File: src/rtl/bus_mtimer_slave.sv
`default_nettype none
// ============================================================================
// Module : bus_mtimer_slave  (with bus_mtimer_pkg transfer types)
// RISC-V machine timer (mtime/mtimecmp/ctrl) answering dbus loads and stores.
// Rev    : 1.0
// ============================================================================

package bus_mtimer_pkg;
    typedef enum logic {
        READ  = 1'b0,
        WRITE = 1'b1
    } ttype_e;

    typedef enum logic [1:0] {
        BYTE = 2'b00,
        HALF = 2'b01,
        WORD = 2'b10
    } tsize_e;
endpackage

module bus_mtimer_slave
    import bus_mtimer_pkg::*;
#(
    parameter logic [31:0] BASE_ADDR   = 32'h0200_0000,
    parameter int unsigned WAIT_STATES = 0,
    parameter int unsigned PRESCALE    = 1
) (
    input  logic        clk,
    input  logic        rst,
    input  logic        bstart,
    input  logic        breq,
    input  ttype_e      ttype,
    input  tsize_e      tsize,
    input  logic [31:0] addr,
    input  logic [31:0] wdata,
    output logic [31:0] rdata,
    output logic        bdone,
    output logic        berr,
    output logic        irq_timer
);

    localparam bit           NO_WAIT   = (WAIT_STATES == 0);
    localparam logic [3:0]   WAIT_LOAD = NO_WAIT ? 4'd0 : 4'(WAIT_STATES - 1);
    localparam int           PW        = (PRESCALE > 1) ? $clog2(PRESCALE) : 1;
    localparam logic [PW-1:0] PRESC_MAX = PW'(PRESCALE - 1);

    typedef enum logic [1:0] {
        S_IDLE = 2'd0,
        S_WAIT = 2'd1,
        S_DONE = 2'd2
    } state_e;

    state_e        state_q, state_d;
    logic [3:0]    wait_q, wait_d;
    logic [31:0]   addr_q, addr_d;
    logic [31:0]   wdata_q, wdata_d;
    ttype_e        ttype_q, ttype_d;
    tsize_e        tsize_q, tsize_d;

    logic [31:0]   rdata_q, rdata_d;
    logic          bdone_q, bdone_d;
    logic          berr_q, berr_d;
    logic          irq_q, irq_d;

    logic [63:0]   mtime_q, mtime_d;
    logic [63:0]   mtimecmp_q, mtimecmp_d;
    logic          en_q, en_d;
    logic [PW-1:0] presc_q, presc_d;

    logic          w_accept;
    logic          w_commit;
    logic [31:0]   w_addr;
    logic [31:0]   w_wdata;
    ttype_e        w_ttype;
    tsize_e        w_tsize;
    logic          w_err;
    logic [2:0]    w_idx;
    logic [4:0]    w_shift;
    logic [31:0]   w_sel;
    logic [31:0]   w_rmask;
    logic [3:0]    w_be;
    logic [31:0]   w_bmask;
    logic [31:0]   w_wshift;
    logic          w_wr;
    logic          w_tick;

    function automatic logic [31:0] merge_word(input logic [31:0] old_w,
                                               input logic [31:0] new_w,
                                               input logic [31:0] mask);
        return (old_w & ~mask) | (new_w & mask);
    endfunction

    assign w_accept = bstart & breq;

    // ------------------------------------------------------------------------
    // Handshake FSM
    // ------------------------------------------------------------------------
    always_comb begin
        state_d = state_q;
        wait_d  = wait_q;
        addr_d  = addr_q;
        wdata_d = wdata_q;
        ttype_d = ttype_q;
        tsize_d = tsize_q;
        case (state_q)
            S_IDLE: begin
                if (w_accept) begin
                    addr_d  = addr;
                    wdata_d = wdata;
                    ttype_d = ttype;
                    tsize_d = tsize;
                    wait_d  = WAIT_LOAD;
                    state_d = NO_WAIT ? S_DONE : S_WAIT;
                end
            end
            S_WAIT: begin
                if (wait_q == 4'd0) begin
                    state_d = S_DONE;
                end else begin
                    wait_d = wait_q - 4'd1;
                end
            end
            S_DONE:  state_d = S_IDLE;
            default: state_d = S_IDLE;
        endcase
    end

    // Without wait states the request commits on its own acceptance edge,
    // so the live bus fields stand in for the not-yet-captured copy.
    always_comb begin
        w_addr   = (state_q == S_IDLE) ? addr  : addr_q;
        w_wdata  = (state_q == S_IDLE) ? wdata : wdata_q;
        w_ttype  = (state_q == S_IDLE) ? ttype : ttype_q;
        w_tsize  = (state_q == S_IDLE) ? tsize : tsize_q;
        w_commit = ((state_q == S_IDLE) && w_accept && NO_WAIT) ||
                   ((state_q == S_WAIT) && (wait_q == 4'd0));
    end

    // ------------------------------------------------------------------------
    // Decode, read mux and write lane generation
    // ------------------------------------------------------------------------
    always_comb begin
        w_idx   = w_addr[4:2];
        w_shift = {w_addr[1:0], 3'b000};
        w_err   = (w_addr[31:5] != BASE_ADDR[31:5]) ||
                  ((w_tsize == HALF) && w_addr[0]) ||
                  ((w_tsize != BYTE) && (w_tsize != HALF) && (w_addr[1:0] != 2'b00));

        case (w_idx)
            3'd0:    w_sel = mtime_q[31:0];
            3'd1:    w_sel = mtime_q[63:32];
            3'd2:    w_sel = mtimecmp_q[31:0];
            3'd3:    w_sel = mtimecmp_q[63:32];
            3'd4:    w_sel = {31'd0, en_q};
            default: w_sel = 32'd0;
        endcase

        case (w_tsize)
            BYTE: begin
                w_rmask = 32'h0000_00FF;
                w_be    = 4'b0001 << w_addr[1:0];
            end
            HALF: begin
                w_rmask = 32'h0000_FFFF;
                w_be    = w_addr[1] ? 4'b1100 : 4'b0011;
            end
            default: begin
                w_rmask = 32'hFFFF_FFFF;
                w_be    = 4'b1111;
            end
        endcase

        w_bmask  = {{8{w_be[3]}}, {8{w_be[2]}}, {8{w_be[1]}}, {8{w_be[0]}}};
        w_wshift = w_wdata << w_shift;
        w_wr     = w_commit && (w_ttype == WRITE) && !w_err;
    end

    always_comb begin
        bdone_d = w_commit;
        berr_d  = w_commit && w_err;
        rdata_d = 32'd0;
        if (w_commit && (w_ttype == READ) && !w_err) begin
            rdata_d = (w_sel >> w_shift) & w_rmask;
        end
    end

    // ------------------------------------------------------------------------
    // Timer registers
    // ------------------------------------------------------------------------
    always_comb begin
        w_tick  = en_q && (presc_q == PRESC_MAX);
        presc_d = (!en_q || w_tick) ? '0 : presc_q + PW'(1);

        // A write to either mtime half swallows a coincident increment.
        mtime_d = w_tick ? mtime_q + 64'd1 : mtime_q;
        if (w_wr && (w_idx == 3'd0 || w_idx == 3'd1)) begin
            mtime_d = mtime_q;
            if (w_idx == 3'd0) begin
                mtime_d[31:0] = merge_word(mtime_q[31:0], w_wshift, w_bmask);
            end else begin
                mtime_d[63:32] = merge_word(mtime_q[63:32], w_wshift, w_bmask);
            end
        end

        mtimecmp_d = mtimecmp_q;
        if (w_wr && (w_idx == 3'd2)) begin
            mtimecmp_d[31:0] = merge_word(mtimecmp_q[31:0], w_wshift, w_bmask);
        end
        if (w_wr && (w_idx == 3'd3)) begin
            mtimecmp_d[63:32] = merge_word(mtimecmp_q[63:32], w_wshift, w_bmask);
        end

        en_d = en_q;
        if (w_wr && (w_idx == 3'd4) && w_be[0]) begin
            en_d = w_wshift[0];
        end

        irq_d = (mtime_d >= mtimecmp_d);
    end

    always_ff @(posedge clk or posedge rst) begin
        if (rst) begin
            state_q    <= S_IDLE;
            wait_q     <= 4'd0;
            addr_q     <= 32'd0;
            wdata_q    <= 32'd0;
            ttype_q    <= READ;
            tsize_q    <= BYTE;
            rdata_q    <= 32'd0;
            bdone_q    <= 1'b0;
            berr_q     <= 1'b0;
            irq_q      <= 1'b0;
            mtime_q    <= 64'd0;
            mtimecmp_q <= 64'hFFFF_FFFF_FFFF_FFFF;
            en_q       <= 1'b0;
            presc_q    <= '0;
        end else begin
            state_q    <= state_d;
            wait_q     <= wait_d;
            addr_q     <= addr_d;
            wdata_q    <= wdata_d;
            ttype_q    <= ttype_d;
            tsize_q    <= tsize_d;
            rdata_q    <= rdata_d;
            bdone_q    <= bdone_d;
            berr_q     <= berr_d;
            irq_q      <= irq_d;
            mtime_q    <= mtime_d;
            mtimecmp_q <= mtimecmp_d;
            en_q       <= en_d;
            presc_q    <= presc_d;
        end
    end

    assign rdata     = rdata_q;
    assign bdone     = bdone_q;
    assign berr      = berr_q;
    assign irq_timer = irq_q;

endmodule
`default_nettype wire

File: config.mk
export PLATFORM = sky130hd
export DESIGN_NAME = bus_mtimer_slave
export DESIGN_NICKNAME = d
export VERILOG_FILES = /design/src/rtl/bus_mtimer_slave.sv
export SDC_FILE = /design/constraint.sdc
export NUM_CORES = 1
export LEC_CHECK = 0
export CAP_MARGIN = 30
export CELL_PAD_IN_SITES_DETAIL_PLACEMENT = 2
export CELL_PAD_IN_SITES_GLOBAL_PLACEMENT = 2
export CORE_MARGIN = 4
export CORE_UTILIZATION = 38
export CTS_CLUSTER_SIZE = 20
export DETAILED_ROUTE_END_ITERATION = 12
export PLACE_DENSITY = 0.83
export SYNTH_ARGS = -nofsm -noshare
export SYNTH_HDL_FRONTEND = slang
export SYNTH_SLANG_ARGS = --single-unit
File: constraint.sdc
create_clock -name clk -period 10.3 [get_ports clk]
set_input_delay 3.09 -clock clk [delete_from_list [all_inputs] [get_ports clk]]
set_output_delay 3.09 -clock clk [all_outputs]
set_load 0.005 [all_outputs]
==> impl_metrics.tcl <==
set metrics [dict create \
    drv_cap 0 \
    finClkSkew_ns 0.0153 \
    drive_gt1_frac 0.153 \
    critPathKind "in -> reg" \
    worstSkewPairLatency_ns 0.58 \
    max_freq_mhz 123 \
    stdcell_count 2338 \
    status "finished, final reports clean" \
    worst_setup_path_start_kind "input port" \
    grt_overflow 0 \
    cp.required_ns 10.73 \
    cts_htree_levels 1 \
    grt_usage 0.301 \
    vias 15000 \
    drc 0 \
    tns_ns 0 \
    synthesis.area_mm2 0.0153 \
    cts-resized-gates 0 \
    ys_seq_area_frac 0.384 \
    post_cts_buffers 0 \
    pin_count 106 \
    dp_cells 2281 \
    final_cell_area_mm2 0.0181 \
    cts_num_sinks 232 \
    dieArea_mm2 0.0436 \
    r2r_cells 14 \
    post-route-period-util 0.791 \
    cts-buffers-inserted 30 \
    placedInstanceArea_mm2 0.0170 \
    clock-root-buffer "clkbuf_16" \
    cp_max_fo 21 \
    ant_nets 0 \
    clkTransAtPathRegs_ns 0.06 \
    tritoncts "yes" \
    nNetsFinal 1926 \
    area_growth_pct 18.2 \
    dp_slack_ns 1.63 \
    via_per_inst 6.42 \
    min_path_cells 2 \
    relSlewSlack 0.235 \
    setup_viol 0 \
    cp-end-kind "register" \
    antenna_found_initial 3 \
    worstMarginPinSlew_ns 1.14 \
    place_congestion 0.946 \
    rows 73 \
    async_flop_share 1.00 \
    netlist.area_leader.share 0.274 \
    hpwl_um 49100 \
    die_h_um 209 \
    coreArea_mm2 0.0398 \
    drt_pass1_iterations 5 \
    ys_ff_latch 232 \
    synth_edf_count 0 \
    first_global_vias 16500 \
    grt_max_degree 117 \
    hold_buffers 0 \
    start_util 0.385 \
    ir_worst_vdd_uv 120 \
    die_w_um 209 \
    arrival_ns 8.58 \
    wl_um 67700 \
    slew_violations 0 \
    grt_pass1_wl_um 103000 \
    synth_area_leader_cell "dfrtp_1" \
    hold_class "reg -> reg" \
    yosys_warnings 0 \
    antenna_cells 0 \
    syn_nets 1833 \
    syn_area_per_cell_um2 9.03 \
    final_common_cell "nand2_1" \
    synth_cells 1697 \
    setup_ws_ns 2.15 \
    finalHoldViolCount 0 \
    synthTopCellsByArea "dfrtp_1, dfstp_2, nand2_1, mux2i_1, ha_1" \
    period_minus_slack_ns 8.15 \
    synth_ff_type "dfrtp_1" \
    power_leakage_nw 7.30 \
    synth_cell_type_count 74 \
    cts_max_path_buffers 3 \
    port_buffers 105 \
    rsz0062_at_grt "no" \
    wl_per_cell_um 29.0 \
    drt_iter0_drc 1200 \
    final_cell_mix "nand2_1, dfrtp_1, mux2i_1" \
    powerDensity_mw_per_mm2 139 \
    hold_ws_ns 0.480 \
]
[worst max-delay path: stages]
cell	delay, ns
clkdlybuf4s50_1	0.43
nor4_1	0.37
nand4_1	0.22
a22o_1	0.24
buf_4	0.22
or3_1	0.74
nor3_4	0.86
o32ai_1	0.25
ha_1	0.39
a21oi_1	0.16
o21ai_0	0.14
a221o_1	0.37
a2111o_1	0.41
a221oi_1	0.51
o21ai_0	0.17
[power breakdown]
group	leakage [nW]	total, mW	internal [mW]	switching [mW]
registers	2.70	0.990	0.954	0.0367
logic	4.08	0.414	0.129	0.285
clock network	0.516	1.11	0.674	0.432
[kinds of logic (layout without fill, tap and decap cells)]
kind of cell,Yosys count,in the layout,share of synthesized area
other,1,1,0.000245
AO/OA/AOI/OAI,365,365,0.167
flip-flops,232,232,0.384
XOR/XNOR,1,1,0.000572
multiplexers,199,199,0.137
buffers and inverters,134,250,0.0386
AND/OR/NAND/NOR,700,700,0.219
adder cells (fa/ha/maj),65,65,0.0531
[sequential cells by signal, summed over array words and instances, names as in the netlist]
signal	count
mtimecmp_q	64
wdata_q	32
bdone	1
presc_q	1
berr	1
en_q	1
addr_q	32
mtime_q	64
tsize_q	2
state_q	1
rdata	32
irq_timer	1
[path summary, 6_finish.rpt]
path	from	to	slack (ns)
setup / recovery	addr[18]	irq_timer	2.15
hold / removal	addr_q[22]	addr_q[22]	0.48
setup reg to reg	state_q[1]	irq_timer	3.95
hold reg to reg	addr_q[22]	addr_q[22]	0.48
max in group asynchronous	rst	mtime_q[30]	5.92
min in group asynchronous	rst	addr_q[13]	3.05
[cell usage after synthesis (all sizes together) (3+ instances only)]
master and count:
a2111oi 9, and2 8, o22ai 27, o21ai 39
dfstp 64, ha 65, a211oi 43, a22o 3
a21oi 79, inv 36, dfrtp 168, o31ai 9
a21o 19, mux2i 120, a311oi 6, a21boi 7
nand2 331, and4 12, clkbuf 55, nand2b 3
a22oi 43, nor2 80, o21a 7, nor2b 9
buf 43, a32oi 5, nor3 74, mux2 79
a211o 7, o211ai 5, or2 9, nor4 24
nand3 47, a221oi 13, o221a 9, or4 7
o31a 3, or3 7, nand4 42, and3 31
nor3b 8, a221o 10
[through the flow]
stage / util / power [mW]
detailed placement: 0.427 / 1.40
CTS: 0.453 / 2.52
global route: 0.455 / 2.60
floorplan: - / 1.21
global placement: 0.427 / 1.38
finish: 0.455 / 2.51
[metal layers]
| layer | track usage | vias to the layer above | share of wire |
|---|---|---|---|
| li1 | - | 6490 | - |
| met4 | 0.140 | 4 | 0.050 |
| met1 | 0.377 | 7743 | 0.40 |
| met2 | 0.496 | 576 | 0.47 |
| met5 | 0 | - | 0.00030 |
| met3 | 0.0668 | 188 | 0.080 |
[cell type report]
cell class                      instances  area, µm²
Clock inverter                          7       85.1
Multi-Input combinational cell       1331       8890
Sequential cell                       232       5890
Tap cell                              525        657
Clock buffer                           48        950
Timing Repair Buffer                  159       1480
Inverter                               36        143
Fill cell                            4337      21700
Power figures use the tool's default switching activity.
==> RTL edit 1, RTL diff (same settings) <==
Encoding of `state_e`: now one-hot (3 bits for 3 states).
--- a/src/rtl/bus_mtimer_slave.sv
+++ b/src/rtl/bus_mtimer_slave.sv
@@ -46,6 +46,6 @@
 
-    typedef enum logic [1:0] {
-        S_IDLE = 2'd0,
-        S_WAIT = 2'd1,
-        S_DONE = 2'd2
+    typedef enum logic [2:0] {
+        S_IDLE = 3'b001,
+        S_WAIT = 3'b010,
+        S_DONE = 3'b100
     } state_e;
Function: no difference found for any inputs over 4 cycles, from zero or initial values and one cycle with rst high; so few cycles prove little.
==> RTL edit 1 against the unedited design <==
Critical path type unchanged. Maximum frequency decreased by 3.1%. Design area decreased by 5.0%. Power increased by 7.0%. Sequential cell count increased by 1. Clock power increased by 6%. Setup slack got worse by 0.26 ns. Wire length decreased by 1.9%. Count of clock-buffer cells in the layout decreased by 13. Clock skew increased by 0.013 ns. Area after synthesis decreased by 5.1%. Sequential share of layout area increased by 1.9 points.
==> RTL edit 1: results (changes against the unedited design) <==
[outcome]
outcome=completed  ; unchanged

[logic_synthesis]
yosysSeqAreaShare=0.407  ; was 0.384
syn_avg_cell_area_um2=8.75  ; was 9.03 um2
synth_common_cells=nand2_1, dfrtp_1, o21ai_0  ; was nand2_1, dfrtp_1, mux2i_1
synthMuxAreaShare=0.0568  ; was 0.137
yosysUniqueCellTypes=75  ; was 74
synth_area_leaders=dfrtp_1, dfstp_2, nand2_1  ; unchanged
synthAdderAreaFrac=0.0560  ; was 0.0531

[power]
vdd_drop_max_v=0.000116  ; was 0.000120 V
power.clock.fraction=0.437  ; was 0.441
p_comb_frac=0.185  ; was 0.165
total_power_mw=2.69  ; was 2.51 mW
switching_share=0.319  ; was 0.300
p_leak_nw=7.03  ; was 7.30 nW

[grt]
grt_use_total=0.317  ; was 0.301
antenna_found_initial=0  ; was 3
grt_pass1_vias=15700  ; was 16500
use_met3=0.0553  ; was 0.0668
globalRouteMet2Util=0.532  ; was 0.496
use_met1=0.404  ; was 0.377

[timing]
skew_ns=0.0282  ; was 0.0153 ns
relSlewSlack=0.289  ; was 0.235

[finish]
fin_cells=2274  ; was 2338
fillers=4135  ; was 4337
finalNetCount=1876  ; was 1926
drive_above_1_share=0.116  ; was 0.153

[clock_network]
clk-insertion-delay-late_ns=0.59
numCtsBuffers=29  ; was 30

[detailed_routing]
vias_per_cell=6.29  ; was 6.42
drt_iter0_markers=1083  ; was 1200
wl_per_cell_um=29.2  ; was 29.0 um

[setup_path]
worstPathMaxFanout=42  ; was 21
cp_top_family=simple AND/OR/NAND/NOR gates  ; was compound AO/OA/AOI/OAI gates
arrival_ns=8.91  ; was 8.58 ns

[placed_design]
dpl_cell_area_um2=16100  ; was 17000 um2
place.gp.congestion=0.943  ; was 0.946
hpwl_um=47400  ; was 49100 um
dp.cells=2218  ; was 2281
pre_cts_ws_ns=1.87  ; was 1.63 ns

==> RTL edit 1: changes by cell type after synthesis, moves of 17 or more <==
cell	unedited run	this run
mux2_2	67	20
nand4_1	42	25
o21ai_0	35	113
mux2i_1	119	57
nand2_1	331	360
o21a_1	7	66
o22ai_1	27	7
nor3_1	66	31
inv_1	36	15
==> RTL edit 1: per-layer routing <==
layer | share of wire | vias up
li1 | - | 6246
met1 | 0.41 | 7379
met4 | 0.048 | 0
met2 | 0.48 | 513
met3 | 0.060 | 158
met5 | 0 | -
==> RTL edit 1: worst register-to-register path, delay by kind of cell, from the launching register on <==
kind / cells / cell delay [ns]
adder cells (fa/ha/maj): 1 / 0.33
AO/OA/AOI/OAI: 2 / 0.65
buffers and inverters: 3 / 1.24
flip-flops: 1 / 0.56
AND/OR/NAND/NOR: 11 / 3.59
==> RTL edit 1: final cells by class <==
class | count | area (um2) | share of cell area
multi-input cells | 1323 | 8190 | 0.476
flip-flops and latches | 233 | 5910 | 0.344
repair buffers | 137 | 1310 | 0.0763
clock buffers | 35 | 788 | 0.0459
well taps | 511 | 639 | 0.0372
clock inverters | 19 | 284 | 0.0165
inverters | 16 | 67.6 | 0.00393
==> RTL edit 1: final timing paths <==
kind,from,end,slack [ns],depth (start not counted)
setup / recovery,addr[4],irq_timer$_DFF_PP0_,1.89,15
hold / removal,wdata_q[24]$_DFFE_PP0P_,wdata_q[24]$_DFFE_PP0P_,0.48,2
setup reg to reg,state_q[0]$_DFFE_PP1P_,irq_timer$_DFF_PP0_,3.85,17
hold reg to reg,wdata_q[24]$_DFFE_PP0P_,wdata_q[24]$_DFFE_PP0P_,0.48,2
max in group asynchronous,rst,mtime_q[0]$_DFF_PP0_,5.77,3
min in group asynchronous,rst,rdata[28]$_DFF_PP0_,3.04,2
==> RTL edit 2, RTL diff (same flow settings) <==
Made on the original files. Make the reset (`rst`) synchronous in one clocked block.
--- a/src/rtl/bus_mtimer_slave.sv
+++ b/src/rtl/bus_mtimer_slave.sv
@@ -220,3 +220,3 @@
 
-    always_ff @(posedge clk or posedge rst) begin
+    always_ff @(posedge clk) begin
         if (rst) begin
Function: differs if rst is asserted again (counterexample within 4 cycles, from zero or initial values and one cycle with rst high); with rst held inactive, the same outputs for 4 cycles.
==> RTL edit 2 against the unedited design <==
Sequential share of layout area down 4.5 points. Critical path depth grew 2. Design area fell by 8.5%. Worst hold slack got worse by 0.021 ns. Via count shrank 0.77%. Non-clock buffer count shrank 14. Wire length decreased by 5.5%. Maximum frequency increased by 0.38%. Power fell by 10%. Synthesized cell count rose by 5.1%. Sequential cell count stayed put. Area after synthesis decreased by 8.3%. Setup slack improved by 0.031 ns.
==> RTL edit 2: results (changes against the unedited design) <==
[power]
p_int_mw=1.61  ; was 1.76 mW
p_clk_mw=1.06  ; was 1.11 mW
power.clock.fraction=0.471  ; was 0.441
vdd_drop_max_v=0.000125  ; was 0.000120 V
p_leak_nw=6.04  ; was 7.30 nW

[logic_synthesis]
synth-compound-area-share=0.205  ; was 0.167
synth_area_leaders=dfxtp_1, nand2_1, mux2i_1  ; was dfrtp_1, dfstp_2, nand2_1
async_reset_ff_frac=0  ; was 1.00
yosysUniqueCellTypes=78  ; was 74
synthMuxAreaShare=0.111  ; was 0.137
synthAdderAreaFrac=0.0579  ; was 0.0531
yosysSeqAreaShare=0.331  ; was 0.384
syn_avg_cell_area_um2=7.87  ; was 9.03 um2
synth_common_cells=nand2_1, dfxtp_1, a21oi_1  ; was nand2_1, dfrtp_1, mux2i_1

[detailed_routing]
wl_met2_um=30200  ; was 31600 um
wl_met1_um=26700  ; was 27200 um
wl_um=64000  ; was 67700 um
vias_per_cell=6.37  ; was 6.42
maxUsedRoutingLayer=met4  ; was met5
drt_iter0_markers=1180  ; was 1200

[grt]
use_met1=0.389  ; was 0.377
grt_use_total=0.305  ; was 0.301
grt_pass1_vias=15700  ; was 16500
antenna_found_initial=0  ; was 3
globalRouteMet2Util=0.514  ; was 0.496

[timing]
worstMarginPinSlew_ns=1.00  ; was 1.14 ns

[setup_path]
cp_top_family=simple AND/OR/NAND/NOR gates  ; was compound AO/OA/AOI/OAI gates
critical_path.startpoint=addr[5]  ; was addr[18]
slowest_delay_ns=0.61  ; was 0.86 ns
arrival_ns=8.56  ; was 8.58 ns
worstPathMaxFanout=21  ; unchanged

[finish]
drive_above_1_share=0.0819  ; was 0.153
finalNetCount=1983  ; was 1926

[worst_hold_path]
hold_start=addr_q[15]$_SDFFE_PP0P_  ; was addr_q[22]$_DFFE_PP0P_

[outcome]
outcome=completed  ; unchanged

[placed_design]
pre_cts_ws_ns=1.76  ; was 1.63 ns
place.gp.congestion=0.914  ; was 0.946

-- RTL edit 2: cell types whose count changed in the layout (fill, tap and decap cells not counted), moves of 15 or more --
cell | unedited run | this run
buf_4 | 51 | 36
nor2_1 | 80 | 138
dfrtp_1 | 167 | 0
dfxtp_1 | 0 | 231
o21ai_0 | 35 | 60
inv_1 | 34 | 11
a21oi_1 | 76 | 160
dfstp_2 | 64 | 0
mux2_2 | 67 | 22
-- RTL edit 2: final timing paths --
check,end,cells past startpoint,slack [ns]
worst max-delay path,irq_timer$_SDFF_PP0_,17,2.18
worst min-delay path,addr_q[15]$_SDFFE_PP0P_,2,0.46
worst max register to register,irq_timer$_SDFF_PP0_,16,4.42
worst min register to register,addr_q[15]$_SDFFE_PP0P_,2,0.46
-- RTL edit 2: final cells by class --
class	instances	area, um2
clock buffers	43	881
clock inverters	11	95.1
fillers	4128	20000
inverters	12	45.0
multi-input cells	1426	8970
flip-flops and latches	232	4650
well taps	468	586
repair buffers	145	1340
